===== src/rtl/gp_rf_pkg.sv =====
// Shared types, default sizes and helpers for the register file slice.
package gp_rf_pkg;

  localparam int RF_DATA_W  = 32;
  localparam int RF_NREGS   = 32;

  // Widest write-port count the priority helper handles.
  localparam int MAX_PORTS  = 8;
  localparam int PORT_IDX_W = 3;

  typedef logic [MAX_PORTS-1:0] port_mask_t;

  typedef struct packed {
    logic                  hit;
    logic [PORT_IDX_W-1:0] idx;
  } port_pick_t;

  // Address width for a register count.
  function automatic int rf_aw(input int nregs);
    return $clog2(nregs);
  endfunction

  // Highest-index set bit of a per-port match mask. The last port that matches
  // wins, which gives both write priority and bypass priority.
  function automatic port_pick_t hi_match(input port_mask_t hits);
    port_pick_t p;
    p.hit = 1'b0;
    p.idx = '0;
    for (int k = 0; k < MAX_PORTS; k++) begin
      if (hits[k]) begin
        p.hit = 1'b1;
        p.idx = PORT_IDX_W'(k);
      end
    end
    return p;
  endfunction

endpackage


===== src/rtl/gp_scoreboard.sv =====
// Per-register busy bits: set by issue, cleared by writeback, set wins.
module gp_scoreboard
  import gp_rf_pkg::*;
#(
  parameter int NREGS    = RF_NREGS,
  parameter int NWR      = 2,
  parameter int ZERO_REG = 1,
  localparam int AW      = rf_aw(NREGS)
) (
  input  logic              clk,
  input  logic              reset,
  input  logic              stall,
  input  logic [NWR-1:0]    wr_live,
  input  logic [NWR*AW-1:0] wr_addr,
  input  logic              iss_en,
  input  logic [AW-1:0]     iss_addr,
  output logic [NREGS-1:0]  busy_vec
);

  logic [NREGS-1:0] busy_q;
  logic [NREGS-1:0] busy_nxt;
  logic             iss_live;

  assign iss_live = iss_en && !stall && !((ZERO_REG != 0) && (iss_addr == '0));
  assign busy_vec = busy_q;

  // Next busy state: clear on any live writeback, then apply the issue on top.
  always_comb begin
    port_mask_t hits;
    port_pick_t pick;
    // NOTE: every output of a combinational block gets a value before any
    // conditional update; a path that leaves one unassigned infers a latch.
    busy_nxt = busy_q;
    hits     = '0;
    pick     = '0;
    for (int a = 0; a < NREGS; a++) begin
      hits = '0;
      for (int j = 0; j < NWR; j++) begin
        hits[j] = wr_live[j] && (wr_addr[j*AW +: AW] == AW'(a));
      end
      pick = hi_match(hits);
      if (pick.hit) busy_nxt[a] = 1'b0;
    end
    // A new producer supersedes the one writing back this cycle.
    if (iss_live) busy_nxt[iss_addr] = 1'b1;
    if (ZERO_REG != 0) busy_nxt[0] = 1'b0;
  end

  // Busy register: synchronous clear, holds during stall.
  always_ff @(posedge clk) begin
    // NOTE: state is updated with non-blocking assignments so every flop
    // samples pre-edge values regardless of statement order.
    if (reset)       busy_q <= '0;
    else if (!stall) busy_q <= busy_nxt;
  end

endmodule


===== src/rtl/gp_regfile_sb.sv =====
// Multi-port register file with write-to-read bypass and busy scoreboard.
module gp_regfile_sb
  import gp_rf_pkg::*;
#(
  parameter int DATA_W   = RF_DATA_W,
  parameter int NREGS    = RF_NREGS,
  parameter int NRD      = 2,
  parameter int NWR      = 2,
  parameter int ZERO_REG = 1,
  localparam int AW      = rf_aw(NREGS)
) (
  input  logic                  clk,
  input  logic                  reset,
  input  logic                  stall,
  input  logic [NRD*AW-1:0]     rd_addr,
  output logic [NRD*DATA_W-1:0] rd_data,
  output logic [NRD-1:0]        rd_busy,
  input  logic [NWR-1:0]        wr_en,
  input  logic [NWR*AW-1:0]     wr_addr,
  input  logic [NWR*DATA_W-1:0] wr_data,
  input  logic                  iss_en,
  input  logic [AW-1:0]         iss_addr,
  output logic [NREGS-1:0]      busy_vec
);

  logic [DATA_W-1:0] regs_q [NREGS];
  logic [NWR-1:0]    wr_live;

  // A write port only commits or bypasses when enabled, not stalled, and not
  // aimed at a hardwired zero register.
  always_comb begin
    wr_live = '0;
    for (int j = 0; j < NWR; j++) begin
      wr_live[j] = wr_en[j] && !stall &&
                   !((ZERO_REG != 0) && (wr_addr[j*AW +: AW] == '0));
    end
  end

  // Data array: clear on reset, otherwise commit live writes, last port wins.
  always_ff @(posedge clk) begin
    if (reset) begin
      // NOTE: the array is cleared explicitly because software relies on
      // reading zeros after reset; this keeps it out of plain RAM macros.
      for (int r = 0; r < NREGS; r++) regs_q[r] <= '0;
    end else begin
      for (int j = 0; j < NWR; j++) begin
        if (wr_live[j]) regs_q[wr_addr[j*AW +: AW]] <= wr_data[j*DATA_W +: DATA_W];
      end
    end
  end

  // Read ports: bypass from the highest live matching write port, else array.
  always_comb begin
    logic [AW-1:0] ra;
    port_mask_t    hits;
    port_pick_t    pick;
    rd_data = '0;
    rd_busy = '0;
    ra      = '0;
    hits    = '0;
    pick    = '0;
    for (int i = 0; i < NRD; i++) begin
      ra   = rd_addr[i*AW +: AW];
      hits = '0;
      for (int j = 0; j < NWR; j++) begin
        hits[j] = wr_live[j] && (wr_addr[j*AW +: AW] == ra);
      end
      pick = hi_match(hits);
      if (pick.hit) rd_data[i*DATA_W +: DATA_W] = wr_data[int'(pick.idx)*DATA_W +: DATA_W];
      else          rd_data[i*DATA_W +: DATA_W] = regs_q[ra];
      if ((ZERO_REG != 0) && (ra == '0)) rd_data[i*DATA_W +: DATA_W] = '0;
      // A writeback landing this cycle already resolves the hazard.
      rd_busy[i] = busy_vec[ra] && !pick.hit;
    end
  end

  gp_scoreboard #(
    .NREGS    (NREGS),
    .NWR      (NWR),
    .ZERO_REG (ZERO_REG)
  ) u_scoreboard (
    .clk      (clk),
    .reset    (reset),
    .stall    (stall),
    .wr_live  (wr_live),
    .wr_addr  (wr_addr),
    .iss_en   (iss_en),
    .iss_addr (iss_addr),
    .busy_vec (busy_vec)
  );

endmodule

===== config.mk =====
export PLATFORM = sky130hd
export DESIGN_NAME = gp_regfile_sb
export DESIGN_NICKNAME = d
export VERILOG_FILES = /design/src/rtl/gp_rf_pkg.sv /design/src/rtl/gp_scoreboard.sv /design/src/rtl/gp_regfile_sb.sv
export SDC_FILE = /design/constraint.sdc
export NUM_CORES = 2
export LEC_CHECK = 0
export BUFFER_PORTS_ARGS = -buffer_cell sky130_fd_sc_hd__buf_2
export CORE_MARGIN = 2
export CORE_UTILIZATION = 35
export CTS_CLUSTER_DIAMETER = 200
export DETAILED_ROUTE_END_ITERATION = 12
export PLACE_DENSITY = 0.46
export SKIP_LAST_GASP = 1
export SLEW_MARGIN = 5
export SYNTH_ARGS = -nofsm -noshare
export SYNTH_HDL_FRONTEND = slang
export SYNTH_HIERARCHICAL = 1
export SYNTH_SLANG_ARGS = --single-unit
export TNS_END_PERCENT = 20

===== constraint.sdc =====
create_clock -name clk -period 5.15 [get_ports clk]
set_input_delay 0.515 -clock clk [delete_from_list [all_inputs] [get_ports clk]]
set_output_delay 0.515 -clock clk [all_outputs]
set_load 0.005 [all_outputs]

==> key figures <==
Logic synthesis
  • Most used DFF post-synth: edfxtp_1
  • Largest family of logic cells by synthesized area: compound AO/OA/AOI/OAI gates
  • Synth Area in Simple Gates: 4.82%
  • Distinct cells, synth: 64
  • Top cells by instance count after synthesis: edfxtp_1, a22o_1, clkbuf_1
  • EDFF count, synth: 1,024
  • Mapped Cells: 4,738
  • Post-Syn Area: 62,100 um^2
  • Syn_area_per_cell: 13.1 um^2
  • Synth top area share: 49.5%
  • Ys Warns: 6
  • Count leader, synth: edfxtp_1
  • Post-Synth XOR/XNOR Area: 0.282%
  • Synth area leader: edfxtp_1
  • Area contributors post-synth: edfxtp_1, a22o_1, mux4_2
  • Complex-gate fraction of the synthesized area: 20.9%
  • Post-Synth Adder-Cell Area: 0%
  • Sequential share of the synthesized area: 50.5%
  • Async set-or-reset flop fraction in the synthesized netlist: 0%
  • Yosys reg bits: 1,055
  • Mux contribution to synthesized area: 18.4%

Placement
  • Post-Place Setup Slack: 0.973 ns
  • Gpl congestion: 0.951
  • Input/output buffers: 191
  • Detailed placement HPWL: 180,000 um

Floorplanning
  • Die width: 425 um
  • Core Region: 176,000 um^2
  • # rows: 154
  • I/O pins: 193
  • Die ar.: 181,000 um^2
  • Die height: 425 um
  • Starting Density: 35.2%

Cells and area
  • Fill cells: 16,479
  • Layout cells sized above 1: 22.5%
  • Layout Nets: 4,719
  • Layout area overhead: 12.4%

Setup path
  • Max stage delay cell, worst path: o21ai_1
  • CP required: 4.64 ns
  • R2R Path Start: u_scoreboard/busy_vec[12]
  • Crit-path cells: buf_2 -> or3_1 -> nor3_2 -> nor4_4 -> a21oi_4 -> buf_4 -> o21ai_0 -> o21ai_1 -> buf_2
  • CP Max Fanout: 19
  • Slowest stage delay, CP: 0.64 ns
  • CP endpoint kind: output port
  • Worst Setup Start Kind: input pin
  • CP arrival: 3.81 ns
  • CP most frequent cell: buf_2
  • CP startpoint: wr_addr[9]
  • Crit path kind: in2out

Drt
  • ANT nets after route: 0
  • Routed length per instance: 41.0 um
  • DRC: 0
  • Iter 0 DRT Violations: 6,818
  • Final WL: 290,000 um
  • Vias: 48,655
  • Mean number of vias per cell: 6.88
  • Drt first pass iters: 6

Timing
  • Slew @ Worst Pin: 1.28 ns
  • Max Freq: 0.231 GHz
  • Hold Vio Cnt, Final: 0
  • Fin worst setup slack: 0.823 ns
  • RSZ-0062 raised after global routing: false
  • Final Setup Violations: 0
  • Crit path time final: 4.33 ns
  • Slew HR: 14.5%
  • Slew Viols, Final: 0
  • Setup TNS: 0 ns
  • Tcrit/Tclk final: 84.0%
  • Hold slack: 0.130 ns
  • Layout Skew: 0 ns

GRT
  • Global Route Usage Sum: 31.2%
  • Largest net degree at the start of global routing: 66
  • M2 GR Usage: 47.9%
  • Vias in the first global route: 46,556
  • Met1 Resource Use GR: 42.8%
  • GRT busiest layer: met2
  • Met3 usage: 6.78%
  • GRT overflow: 0
  • First-pass GRT wire length: 395,000 um
  • Antenna violations before repair: 8

CTS
  • Total CTS buffers: 120
  • # Post-CTS Setup Buffers: 0
  • Max Root-Sink Buffers: 3
  • H-tree depth: 3
  • CTS tree: done
  • Post-CTS Resized: 0
  • Root Driver: clkbuf_16
  • Clock Latency Late Sink: 0.76 ns
  • CTS Hold Bufs: 0
  • # clock sinks: 1,055
  • Clock transition at path regs: 0.06 ns

Power
  • Worst VDD drop: 0.000311 V
  • Overall Power: 21.8 mW
  • P_leak: 24.6 nW
  • Pwr/cell area: 313 nW/um^2

Worst hold path
  • Hold Path Class: in2reg
  • Hold path start: iss_addr[4]

Run status
  • Status: finished clean

Run
  • Maxcap violations: 0
critical path, delay by kind of cell:
| kind | cells | cell delay (ns) |
|---|---|---|
| AO/OA/AOI/OAI | 3 | 1.24 |
| AND/OR/NAND/NOR | 3 | 1.11 |
| buffers and inverters | 3 | 0.90 |
through the flow:
stage | std cells | utilization [%] | area (um^2)
final | 7068 | 39.6 | 69800
after global placement | 6842 | 37.5 | 66000
after global routing | 7068 | 39.6 | 69800
after CTS | 7067 | 39.6 | 69800
after floorplan | 4769 | - | 62200
after detailed placement | 6842 | 37.5 | 66000
kinds of logic after synthesis:
family,after synthesis
other cells,2
xor+xnor,20
buf+inv,747
mux,749
simple gates,604
compound gates,1561
flops,1055
layout make-up:
class	instances	area (um^2)	area share, %
sequential	1055	31400	45.0
multi-input combinational	2967	28300	40.5
timing repair buffer	457	3340	4.79
clock buffer	150	3140	4.50
tap	2340	2930	4.20
clock inverter	75	629	0.902
inverter	23	86.3	0.124
antenna	1	2.50	0.00359
per-layer routing:
metal	up-vias	routed length, um
li1	19289	-
met1	25654	119000
met2	3140	130000
met3	568	28200
met4	4	12200
met5	-	22
power breakdown:
group          total [mW]  internal (mW)  leakage, nW  switching, mW
Clock                8.49           4.66         1.84           3.83
Sequential           10.1           9.88         10.0          0.255
Combinational        3.20           1.04         12.7           2.16
final timing paths:
path	cells after the start	endpoint	slack, ns
setup / recovery	9	rd_data[45]	0.82
hold / removal	3	u_scoreboard/busy_vec[28]	0.13
setup reg to reg	2	u_scoreboard/busy_vec[12]	4.22
hold reg to reg	2	u_scoreboard/busy_vec[18]	0.52
registers in the layout, indices dropped and copies added, names as in the netlist:
register	cells
regs_q	1024
u_scoreboard/busy_vec	31
cells in the final DEF, fill, tap and decap left out, drive strengths merged, types with 31 or more instances in the layout:
master	netlist	layout
a221oi	34	34
a22o	992	992
a22oi	284	284
buf	218	457
clkbuf	506	150
clkinv	0	61
conb	2	33
dfxtp	31	31
edfxtp	1024	1024
mux2i	434	434
mux4	311	311
nand2	283	283
nand3	48	48
nor2	88	88
nor3	49	49
o21ai	61	61
o221ai	96	96
(Power assumes the default switching activity.)
